`config.mk`:
```
export PLATFORM = sky130hd
export DESIGN_NAME = pipeline_ctrl_flat
export DESIGN_NICKNAME = d
export VERILOG_FILES = /design/src/rtl/pipeline_ctrl_if.sv /design/src/rtl/pipeline_ctrl.sv /design/src/flat_wrapper.sv
export SDC_FILE = /design/constraint.sdc
export NUM_CORES = 1
export LEC_CHECK = 0
export CAP_MARGIN = 30
export CORE_MARGIN = 4
export CORE_UTILIZATION = 59
export DETAILED_ROUTE_END_ITERATION = 8
export DONT_BUFFER_PORTS = 1
export GPL_TIMING_DRIVEN = 0
export PLACE_DENSITY = 0.85
export SYNTH_ARGS = -nofsm -noshare
export SYNTH_HDL_FRONTEND = slang
export SYNTH_SLANG_ARGS = --single-unit
```
`constraint.sdc`:
```
create_clock -name i_clk -period 2.4 [get_ports i_clk]
set_input_delay 0.48 -clock i_clk [delete_from_list [all_inputs] [get_ports i_clk]]
set_output_delay 0.48 -clock i_clk [all_outputs]
set_load 0.01 [all_outputs]
```
`src/rtl/pipeline_ctrl_if.sv`:
```
// Control/status bundle between the pipeline controller and the debug/decode side.
// The controller takes the slave modport; the debug unit and hazard sources take master.
interface pipeline_ctrl_if #(
    parameter int CNT_SIZE = 32
);
    logic                i_run;
    logic                i_step;
    logic [4:0]          i_id_rs;
    logic [4:0]          i_id_rt;
    logic                i_id_uses_rt;
    logic                i_id_halt;
    logic                i_id_jump;
    logic                i_idex_mem_to_reg;
    logic [4:0]          i_idex_rt;
    logic                o_pc_enable;
    logic                o_ifid_enable;
    logic                o_ifid_flush;
    logic                o_idex_enable;
    logic                o_idex_bubble;
    logic                o_exmem_enable;
    logic                o_memwb_enable;
    logic                o_halted;
    logic [15:0]         o_stall_count;
    logic [CNT_SIZE-1:0] o_cycle_count;

    modport master (
        output i_run, i_step, i_id_rs, i_id_rt, i_id_uses_rt, i_id_halt,
               i_id_jump, i_idex_mem_to_reg, i_idex_rt,
        input  o_pc_enable, o_ifid_enable, o_ifid_flush, o_idex_enable,
               o_idex_bubble, o_exmem_enable, o_memwb_enable, o_halted,
               o_stall_count, o_cycle_count
    );

    modport slave (
        input  i_run, i_step, i_id_rs, i_id_rt, i_id_uses_rt, i_id_halt,
               i_id_jump, i_idex_mem_to_reg, i_idex_rt,
        output o_pc_enable, o_ifid_enable, o_ifid_flush, o_idex_enable,
               o_idex_bubble, o_exmem_enable, o_memwb_enable, o_halted,
               o_stall_count, o_cycle_count
    );
endinterface

```
`src/rtl/pipeline_ctrl.sv`:
```
// Stall/flush/run controller for the 5-stage pipeline: load-use stalls, jump
// flushes, debug run/step and the HALT drain into a terminal halted state.
module pipeline_ctrl #(
    parameter int DRAIN_CYCLES = 4,
    parameter int CNT_SIZE     = 32
) (
    input  logic           i_clk,
    input  logic           i_reset,
    pipeline_ctrl_if.slave bus
);
    typedef enum logic [1:0] {
        IDLE   = 2'd0,
        RUN    = 2'd1,
        DRAIN  = 2'd2,
        HALTED = 2'd3
    } state_t;

    state_t              state_q, state_d;
    logic [3:0]          drain_cnt_q, drain_cnt_d;
    logic                halted_q, halted_d;
    logic [15:0]         stall_cnt_q, stall_cnt_d;
    logic [CNT_SIZE-1:0] cycle_cnt_q, cycle_cnt_d;

    logic advance;
    logic hazard;
    logic pc_en, ifid_en, ifid_flush, idex_en, idex_bubble, exmem_en, memwb_en;

    function automatic logic [15:0] sat_inc16(input logic [15:0] v);
        return (v == 16'hFFFF) ? v : v + 16'd1;
    endfunction

    assign advance = ((state_q == RUN) && bus.i_run) ||
                     ((state_q == IDLE) && bus.i_step);

    // A load in EX writing r0 never creates a dependency.
    assign hazard = advance && bus.i_idex_mem_to_reg && (bus.i_idex_rt != 5'd0) &&
                    ((bus.i_idex_rt == bus.i_id_rs) ||
                     (bus.i_id_uses_rt && (bus.i_idex_rt == bus.i_id_rt)));

    always_comb begin
        state_d     = state_q;
        drain_cnt_d = drain_cnt_q;
        stall_cnt_d = stall_cnt_q;
        cycle_cnt_d = cycle_cnt_q;
        pc_en       = 1'b0;
        ifid_en     = 1'b0;
        ifid_flush  = 1'b0;
        idex_en     = 1'b0;
        idex_bubble = 1'b0;
        exmem_en    = 1'b0;
        memwb_en    = 1'b0;

        case (state_q)
            IDLE:    if (bus.i_run) state_d = RUN;
            RUN:     if (!bus.i_run) state_d = IDLE;
            DRAIN: begin
                idex_en     = 1'b1;
                idex_bubble = 1'b1;
                exmem_en    = 1'b1;
                memwb_en    = 1'b1;
                cycle_cnt_d = cycle_cnt_q + {{(CNT_SIZE-1){1'b0}}, 1'b1};
                if (drain_cnt_q == 4'd0) state_d = HALTED;
                else                     drain_cnt_d = drain_cnt_q - 4'd1;
            end
            default: state_d = HALTED;
        endcase

        if (advance) begin
            pc_en       = 1'b1;
            ifid_en     = 1'b1;
            idex_en     = 1'b1;
            exmem_en    = 1'b1;
            memwb_en    = 1'b1;
            cycle_cnt_d = cycle_cnt_q + {{(CNT_SIZE-1){1'b0}}, 1'b1};
            // Stall wins over jump/halt; those are re-seen once the load retires.
            if (hazard) begin
                pc_en       = 1'b0;
                ifid_en     = 1'b0;
                idex_bubble = 1'b1;
                stall_cnt_d = sat_inc16(stall_cnt_q);
            end else if (bus.i_id_halt) begin
                pc_en       = 1'b0;
                ifid_en     = 1'b0;
                state_d     = DRAIN;
                drain_cnt_d = 4'(DRAIN_CYCLES - 1);
            end else if (bus.i_id_jump) begin
                ifid_flush  = 1'b1;
            end
        end

        halted_d = (state_d == HALTED);
    end

    // ---- control state registers ----
    always_ff @(posedge i_clk or posedge i_reset) begin
        if (i_reset) begin
            state_q     <= IDLE;
            drain_cnt_q <= 4'd0;
            halted_q    <= 1'b0;
            stall_cnt_q <= 16'd0;
            cycle_cnt_q <= '0;
        end else begin
            state_q     <= state_d;
            drain_cnt_q <= drain_cnt_d;
            halted_q    <= halted_d;
            stall_cnt_q <= stall_cnt_d;
            cycle_cnt_q <= cycle_cnt_d;
        end
    end

    assign bus.o_pc_enable    = pc_en;
    assign bus.o_ifid_enable  = ifid_en;
    assign bus.o_ifid_flush   = ifid_flush;
    assign bus.o_idex_enable  = idex_en;
    assign bus.o_idex_bubble  = idex_bubble;
    assign bus.o_exmem_enable = exmem_en;
    assign bus.o_memwb_enable = memwb_en;
    assign bus.o_halted       = halted_q;
    assign bus.o_stall_count  = stall_cnt_q;
    assign bus.o_cycle_count  = cycle_cnt_q;
endmodule

```
`src/flat_wrapper.sv`:
```
// flat-port wrapper written by rule: the top's interface ports become plain ports
module pipeline_ctrl_flat 
#(
    parameter int DRAIN_CYCLES = 4,
    parameter int CNT_SIZE     = 32
)
  (i_clk, i_reset, bus_i_run, bus_i_step, bus_i_id_rs, bus_i_id_rt, bus_i_id_uses_rt, bus_i_id_halt, bus_i_id_jump, bus_i_idex_mem_to_reg, bus_i_idex_rt, bus_o_pc_enable, bus_o_ifid_enable, bus_o_ifid_flush, bus_o_idex_enable, bus_o_idex_bubble, bus_o_exmem_enable, bus_o_memwb_enable, bus_o_halted, bus_o_stall_count, bus_o_cycle_count);
  pipeline_ctrl_if #(.CNT_SIZE(CNT_SIZE)) bus_i ();
  input  logic i_clk;
  input  logic i_reset;
  input wire logic [$bits(bus_i.i_run)-1:0] bus_i_run;
  input wire logic [$bits(bus_i.i_step)-1:0] bus_i_step;
  input wire logic [$bits(bus_i.i_id_rs)-1:0] bus_i_id_rs;
  input wire logic [$bits(bus_i.i_id_rt)-1:0] bus_i_id_rt;
  input wire logic [$bits(bus_i.i_id_uses_rt)-1:0] bus_i_id_uses_rt;
  input wire logic [$bits(bus_i.i_id_halt)-1:0] bus_i_id_halt;
  input wire logic [$bits(bus_i.i_id_jump)-1:0] bus_i_id_jump;
  input wire logic [$bits(bus_i.i_idex_mem_to_reg)-1:0] bus_i_idex_mem_to_reg;
  input wire logic [$bits(bus_i.i_idex_rt)-1:0] bus_i_idex_rt;
  output wire logic [$bits(bus_i.o_pc_enable)-1:0] bus_o_pc_enable;
  output wire logic [$bits(bus_i.o_ifid_enable)-1:0] bus_o_ifid_enable;
  output wire logic [$bits(bus_i.o_ifid_flush)-1:0] bus_o_ifid_flush;
  output wire logic [$bits(bus_i.o_idex_enable)-1:0] bus_o_idex_enable;
  output wire logic [$bits(bus_i.o_idex_bubble)-1:0] bus_o_idex_bubble;
  output wire logic [$bits(bus_i.o_exmem_enable)-1:0] bus_o_exmem_enable;
  output wire logic [$bits(bus_i.o_memwb_enable)-1:0] bus_o_memwb_enable;
  output wire logic [$bits(bus_i.o_halted)-1:0] bus_o_halted;
  output wire logic [$bits(bus_i.o_stall_count)-1:0] bus_o_stall_count;
  output wire logic [$bits(bus_i.o_cycle_count)-1:0] bus_o_cycle_count;
  assign bus_i.i_run = bus_i_run;
  assign bus_i.i_step = bus_i_step;
  assign bus_i.i_id_rs = bus_i_id_rs;
  assign bus_i.i_id_rt = bus_i_id_rt;
  assign bus_i.i_id_uses_rt = bus_i_id_uses_rt;
  assign bus_i.i_id_halt = bus_i_id_halt;
  assign bus_i.i_id_jump = bus_i_id_jump;
  assign bus_i.i_idex_mem_to_reg = bus_i_idex_mem_to_reg;
  assign bus_i.i_idex_rt = bus_i_idex_rt;
  assign bus_o_pc_enable = bus_i.o_pc_enable;
  assign bus_o_ifid_enable = bus_i.o_ifid_enable;
  assign bus_o_ifid_flush = bus_i.o_ifid_flush;
  assign bus_o_idex_enable = bus_i.o_idex_enable;
  assign bus_o_idex_bubble = bus_i.o_idex_bubble;
  assign bus_o_exmem_enable = bus_i.o_exmem_enable;
  assign bus_o_memwb_enable = bus_i.o_memwb_enable;
  assign bus_o_halted = bus_i.o_halted;
  assign bus_o_stall_count = bus_i.o_stall_count;
  assign bus_o_cycle_count = bus_i.o_cycle_count;
  pipeline_ctrl #(.DRAIN_CYCLES(DRAIN_CYCLES), .CNT_SIZE(CNT_SIZE)) u_core (.i_clk(i_clk), .i_reset(i_reset), .bus(bus_i));
endmodule
```
==> results of run 1 <==
## worst max-delay path by stage
stage                                     start                           end
finish                         bus_i_idex_rt[0]               bus_o_pc_enable
CTS                            bus_i_idex_rt[0]               bus_o_pc_enable
detailed placement             bus_i_idex_rt[0]               bus_o_pc_enable
global route        u_core.bus.o_cycle_count[3]  u_core.bus.o_cycle_count[18]
global placement               bus_i_idex_rt[0]               bus_o_pc_enable
floorplan                      bus_i_idex_rt[0]               bus_o_pc_enable
## layout by cell type (no fill, tap or decap), drive strengths merged, types with 8 or more instances in the layout
cell type,count
xnor2,20
inv,8
nand3,16
nand2,23
nor3,8
nor2,16
xor2,36
nand4,9
nor4,12
dfrtp,55
buf,9
## routing by layer
layer	GRT usage [%]	part of all wire [%]	vias up
li1	-	-	940
met1	27.76	43	967
met2	31.35	47	80
met3	6.909	8.3	8
met4	6.050	1.4	0
met5	0	0	-
## logic make-up after synthesis
group	share of synthesized area (%)
buffers and inverters	2.618
adders and majority gates	1.332
xor gates and xnor gates	17.40
and+or+nand+nor	23.52
AOI/OAI and AO/OA	4.750
DFF	48.82
muxes	1.553
## sequential cells by signal (all words and copies together), names as in the netlist
signal / cells
u_core.drain_cnt_q: 4
u_core.bus.o_halted: 1
u_core.bus.o_stall_count: 16
u_core.bus.o_cycle_count: 32
u_core.state_q: 2
## final cells by class
type,instances,area share [%]
multi-input cells,193,46.93
flip-flops and latches,55,44.47
clock buffers,6,2.342
well taps,52,2.100
plain buffers,6,1.414
repair buffers,4,1.373
inverters,8,0.9693
clock inverters,2,0.4039
## synth_stat cells (all sizes together)
library cell   n  area [sq um]
o21bai         1         11.26
nor4          12         93.84
xor2          36         315.3
clkbuf         1         5.000
nand2b         4         25.02
a211oi         1         7.510
nand3b         1         20.02
nor3b          2         20.02
or3            1         6.260
mux2i          1         10.01
o21ai          4         20.02
nand4          9         56.30
a2111oi        1         27.53
nor4b          5         43.79
ha             3         37.54
xnor2         20         175.2
and3           7         43.79
nor3           8         40.04
o211ai         1         12.51
mux2           3         33.78
and2b          1         7.510
and4           4         35.03
nor4bb         1         10.01
a211o          1         8.760
buf            5         38.78
a21oi          4         20.02
or4            3         22.52
dfrtp         55          1376
nor2          16         60.06
a32oi          1         16.27
and2           1         6.260
inv            8         30.03
nand2         23         86.33
o211a          1         10.01
or2            1         6.260
nand3         16         80.08
## critical path, cell delays in order
cell and delay, ns:
sky130_fd_sc_hd__or4_4 0.53, sky130_fd_sc_hd__o211ai_4 0.26, sky130_fd_sc_hd__nor2_2 0.09, sky130_fd_sc_hd__nor4_4 0.24
sky130_fd_sc_hd__buf_4 0.19
## power by group
| group | internal [W] | leakage [nW] | switching (W) | total (W) |
|---|---|---|---|---|
| clock | 0.000205 | 0.0412 | 0.000291 | 0.000495 |
| combinational | 0.000246 | 0.660 | 0.000280 | 0.000526 |
| sequential | 0.00105 | 0.728 | 0.000188 | 0.00123 |
## metrics by stage
step                      util, %  setup TNS, ns
after floorplan                 -              0
after global placement      64.60        -0.3704
after detailed placement    65.04        -0.3613
after CTS                   68.68              0
after global routing        69.24              0
final                       69.24              0
## timing repair
action | 4_1_cts | 5_1_grt
pin swaps | 2 | 1
setup buffers | 3 | 0
hold buffers | 0 | 0
endpoints found under the setup margin | 3 | 8
hold endpoints to repair | 0 | 0
resized for setup | 10 | 5
==> results.md, run 1 <==
- Result of the run: finished, final reports clean
- CTS root buffer: sky130_fd_sc_hd__clkbuf_8
- Vias in the first global route: 2,004
- Chip Height: 77.12 um
- Worst slack, placed: -0.1766 ns
- Critical path launch point type: input pin
- Starting DRT DRC Count: 94
- Starting density of the core: 63.00%
- Routed wire length: 5.794 mm
- Clock sink total: 55
- Vias after detailed routing: 1,995
- Syn Std Cell Area: 2819 sq um
- N_diodes: 0
- Cell count after placement: 315
- Relative slew slack: 60.90%
- Number of CTS-inserted buffers: 5
- Fraction of the cycle the final worst path needs: 94.32%
- Total gr overflow: 0
- Global placer's final weighted congestion: 0.8155
- Number of instances in the synthesized netlist: 262
- Fin Hold WS: 0.09852 ns
- RSZ-0062 raised after global routing: false
- Crit Path Max Fanout: 4
- Width of the die: 77.12 um
- Number of ports placed on the die boundary: 79
- Number of fill cells in the layout: 319
- Worst-margin pin slew: 0.5804 ns
- Reg2reg start: u_core.state_q[0]
- Peak supply drop: 0.5143 mV
- Number of antenna violations at the first check in global routing: 0
- H-tree level count: 2
- Flops & latches, synth: 55
- Part of the Yosys area used for sequential elements: 48.82%
- Insertion delay of the later-clocked pin in the worst-skew pair: 0.31 ns
- Synthesized Nets: 288
- Hold Vio Cnt, Final: 0
- Proportion of layout cells with a drive suffix above 1: 14.96%
- CTS clk-pin slew, worst paths: 0.09 ns
- Number of placement rows: 24
- Post-DP HPWL: 4.217 mm
- Setup slack of the worst register-to-register path: 0.27 ns
- Worst Path Required: 1.92 ns
- RR Endpoint: u_core.bus.o_cycle_count[16]
- Post-DP Area: 2910 sq um
- Die area: 5947 sq um
- GRT Total Usage: 20.50%
- Element type at the critical path end: primary output
- Core area: 4474 sq um
- Layout-stage area growth over the synthesis result: 9.898%
- Crit path DAT: 1.78 ns
- CTS tree: yes
- Total power divided by cell area: 727.7 nW/um^2
- Port buffer count: 0
- Number of warning messages in the yosys log: 0
- Post-route minimum period: 2.264 ns
- Max Fclk: 441.8 MHz
- Final-report max-slew violation count: 0
- Leakage dissipation: 1.430 nW
- Maximum number of pins on one net before global-route repair: 30
- Class of the most critical hold timing path: in -> async
- Worst setup path class: in -> out
- Vias per std cell: 6.120
- Post-route clock skew: 0.005543 ns
- Setup Viol. Count Final: 0
- Register Area: 1378 sq um
- Power, Total: 0.002255 W
- Crit path setup slack, layout: 0.1364 ns
- Post-route standard cell area excluding fillers: 3098 sq um
- Count of maximum capacitance violations: 0
- Final cell count without fillers: 326
- Reg2reg path depth: 7
- Synthesized area per cell: 10.76 sq um
- Number of distinct library cell variants in the gate-level netlist after synthesis: 40
- Area of the multi-input gates: 1454 sq um
- DRC: 0
- CTS max path bufs: 2
- First drt pass iteration count: 4
- Average detailed-routed wire length per instance: 17.77 um
- Final net count: 299
- Post-route ant nets: 0
- Global-route wire length before repair: 9.887 mm
(Power assumes the default switching activity.)
==> run 2: changes to the inputs <==
Settings changed: ABC_AREA set to 1.
==> run 2 against run 1 <==
Largest power group unchanged. Global-route usage is 1.9 points higher. Total power shrank 25%. First-iteration DRC count grew 110%. Combinational power fell by 91%.
==> results.md, run 2 <==
- Number of distinct library cell variants in the gate-level netlist after synthesis: 28 (-30%)
- Synthesized Nets: 515 (+79%)
- Worst Path Required: 1.92 ns (about the same)
- Hold Vio Cnt, Final: 0 (unchanged)
- CTS tree: yes
- Worst-margin pin slew: 0.6660 ns (+0.08560 ns)
- Most instantiated flip-flop cell in the synthesis netlist: sky130_fd_sc_hd__dfrtp_1
- Vias after detailed routing: 3,122 (+56%)
- Die area: 7071 sq um (+19%)
- First drt pass iteration count: 5 (+1)
- Peak supply drop: 0.2784 mV (-46%)
- Starting density of the core: 61.28% (-1.7 points)
- Fraction of the cycle the final worst path needs: 91.39% (-2.9 points)
- Hold buffers post-CTS: 0 (unchanged)
- Most numerous cell types in the synthesized netlist: 179 x sky130_fd_sc_hd__nand2_1, 61 x sky130_fd_sc_hd__inv_1, 55 x sky130_fd_sc_hd__dfrtp_1
- Critical path, cell by cell: inv_2 -> nand3_1 -> nand2_2 -> nand2_1 -> nor2_1 -> nand2_1 -> nand2_1 -> nor2_1 -> buf_4
- Synth async-reset ratio: 100.0% (unchanged)
- DRC: 0 (unchanged)
- Result of the run: finished, final reports clean
- Leakage dissipation: 1.867 nW (+31%)
- Synthesized area per cell: 6.985 sq um (-35%)
- Part of the total power dissipated in the clock network: 42.6% (+21 points)
- CTS root buffer: sky130_fd_sc_hd__clkbuf_8
- Count of maximum capacitance violations: 0 (unchanged)
- Vias per std cell: 5.458 (-11%)
- CTS max path bufs: 2 (unchanged)
- Cell seen most often among critical-path stages: sky130_fd_sc_hd__nand2_1
- Highest-count cells in the layout ignoring fill and taps: 179 x sky130_fd_sc_hd__nand2_1, 60 x sky130_fd_sc_hd__inv_1, 55 x sky130_fd_sc_hd__dfrtp_1, 50 x sky130_fd_sc_hd__nor2_1, 41 x sky130_fd_sc_hd__nand3_1
- Global placer's final weighted congestion: 0.9043 (+11%)
- Class of the most critical hold timing path: in -> async
- Port buffer count: 0 (unchanged)
- Number of ports placed on the die boundary: 79 (unchanged)
- Layout-stage area growth over the synthesis result: 7.582%
- Setup Viol. Count Final: 0 (unchanged)
- Total power divided by cell area: 460.8 nW/um^2 (-37%)
- Crit Path Max Fanout: 4 (unchanged)
- Clock sink total: 55 (unchanged)
- Starting DRT DRC Count: 196 (+110%)
- CTS clk-pin slew, worst paths: 0.10 ns (about the same)
- Final net count: 525 (+76%)
- N_diodes: 0 (unchanged)
- Dominant cells by area after synthesis: sky130_fd_sc_hd__dfrtp_1 40%, sky130_fd_sc_hd__nand2_1 20%, sky130_fd_sc_hd__inv_1 6.7%
- Vias in the first global route: 2,960 (+48%)
- Number of antenna violations at the first check in global routing: 0 (unchanged)
- Relative slew slack: 55.22% (-5.7 points)
- Routed wire length: 7.770 mm (+34%)
- Width of the die: 84.09 um (+9.0%)
- Post-route ant nets: 0 (unchanged)
- Switching pwr: 0.0003357 W (-56%)
- Register Area: 1376 sq um (about the same)
- RSZ-0062 raised after global routing: false
- Area of the multi-input gates: 1748 sq um (+20%)
- Number of warning messages in the yosys log: 0 (unchanged)
- EDFF count, synth: 0 (unchanged)
- Crit path setup slack, layout: 0.2067 ns (+0.07030 ns)
- Insertion delay of the later-clocked pin in the worst-skew pair: 0.31 ns (about the same)
- Most frequently used cell type in the post-synthesis netlist: sky130_fd_sc_hd__nand2_1
- Final-report max-slew violation count: 0 (unchanged)
- End-of-flow core utilization: 65.93% (-3.3 points)
- Post-DP HPWL: 5.993 mm (+42%)
- Syn Std Cell Area: 3416 sq um (+21%)
- H-tree level count: 2 (unchanged)
- Maximum number of pins on one net before global-route repair: 29 (-3.3%)
- Fraction of power spent switching nets: 19.82% (-14 points)
- Number of fill cells in the layout: 491 (+54%)
- Slowest library cell on the worst path: sky130_fd_sc_hd__dfrtp_1
- Max Fclk: 455.9 MHz (+3.2%)
- Worst setup path class: reg -> out
- Largest register FFs: 32 (unchanged)
- Worst slack, placed: 0.2706 ns (+0.4472 ns)
- Sequential cell fraction of total power: 54.7% (about the same)
- Part of the Yosys area used for sequential elements: 40.29% (-8.5 points)
- Design internal power: 0.001358 W (-9.2%)
- Area share of the largest cell type after synthesis: 40.29% (-8.5 points)
- Average detailed-routed wire length per instance: 13.58 um (-24%)
- Number of CTS-inserted buffers: 5 (unchanged)
- Biggest cell delay along the critical path: 0.40 ns (-0.13 ns)
- Proportion of layout cells with a drive suffix above 1: 6.400% (-8.6 points)
- Element type at the critical path end: primary output
- Post-route minimum period: 2.193 ns (-0.07030 ns)
- Global-route wire length before repair: 13.26 mm (+34%)
- Number of instances in the synthesized netlist: 489 (+87%)
- Total gr overflow: 0 (unchanged)
- Most common cell after layout, fill and taps aside: sky130_fd_sc_hd__nand2_1
- Core area: 5574 sq um (+25%)
- Post-route clock skew: 0.01413 ns (+0.008591 ns)
- Number of placement rows: 27 (+13%)
- Crit path DAT: 1.71 ns (-0.07 ns)
- Flops & latches, synth: 55 (unchanged)
- GRT Total Usage: 22.36% (+1.9 points)
- Critical path launch point type: register
- Combinational power share: 2.8% (-21 points)
- Chip Height: 84.09 um (+9.0%)
- Dominant cell type by area after synthesis: sky130_fd_sc_hd__dfrtp_1
-- run 2: changes by cell type after synthesis, moves of 5 or more --
cell,before,now
sky130_fd_sc_hd__and3_1,7,1
sky130_fd_sc_hd__inv_1,8,61
sky130_fd_sc_hd__nand2_1,23,179
sky130_fd_sc_hd__nand3_1,16,41
sky130_fd_sc_hd__nand4_1,9,4
sky130_fd_sc_hd__nor2_1,16,50
sky130_fd_sc_hd__nor3_1,8,21
sky130_fd_sc_hd__nor4_1,9,0
sky130_fd_sc_hd__nor4b_1,5,0
sky130_fd_sc_hd__xnor2_1,20,11
sky130_fd_sc_hd__xor2_1,36,25
-- run 2: metrics by stage --
stage	cells	setup TNS [ns]	cell area, sq um	total power (W)	hold WS, ns
global placement	561	-1.667	3506	0.0009875	0.4728
detailed placement	562	0	3526	0.0009922	0.4724
CTS	570	0	3660	0.001704	0.1340
floorplan	489	0	3416	0.0009798	0.4579
finish	572	0	3675	0.001693	0.1102
global route	572	0	3675	0.001755	0.1624
-- run 2: final cells by class --
class,instances,share of cell area [%]
multi-input cells,362,47.57
flip-flops and latches,55,37.45
inverters,64,6.537
well taps,72,2.451
clock buffers,6,1.975
clock inverters,2,1.634
plain buffers,8,1.430
repair buffers,3,0.9534
-- run 2: critical path: cells and delay by family (launching register included) --
kind	cells	cell delay (ns)
simple gates	7	0.76
flops	1	0.40
buf+inv	2	0.25
-- run 2: routing by layer --
layer  vias to the layer above  track usage [%]  wire, um
met3                        14            6.022       714
li1                       1531                -         -
met1                      1455            30.32      3482
met5                         -                0         0
met2                       122            35.22      3469
met4                         0            6.140       104
-- run 2: worst paths after layout --
path                                           endpoint  cells after the start  slack (ns)                         from
max                                     bus_o_pc_enable                      9        0.21            u_core.state_q[1]
min                        u_core.bus.o_stall_count[14]                      1        0.11                      i_reset
max reg2reg                u_core.bus.o_cycle_count[26]                     10        0.39  u_core.bus.o_cycle_count[0]
min reg2reg                       u_core.drain_cnt_q[1]                      2        0.50        u_core.drain_cnt_q[1]
max in group asynchronous  u_core.bus.o_cycle_count[29]                      2        1.72                      i_reset
min in group i_clk                    u_core.state_q[0]                      2        0.31                    bus_i_run
-- run 2: cell families after synthesis --
logic type / after synthesis / synth area share, %
xor+xnor: 36 / 9.231
fa+ha+maj: 3 / 1.099
buf+inv: 72 / 8.535
compound gates: 11 / 1.722
flops: 55 / 40.29
simple gates: 312 / 39.12
-- run 2: timing repair --
item                                    in CTS  in global routing
pin swaps                                    0                  1
gates resized for setup                      1                  0
buffers inserted                             0                  2
endpoints found under the setup margin       2                  2
-- run 2: power groups by stage --
stage          Sequential [W]  Clock, W  Combinational [W]
6_report             0.000926  0.000721          0.0000466
4_1_cts              0.000926  0.000730          0.0000482
3_3_place_gp         0.000944         0          0.0000431
2_1_floorplan        0.000944         0          0.0000355
3_5_place_dp         0.000944         0          0.0000480
5_1_grt              0.000926  0.000772          0.0000561
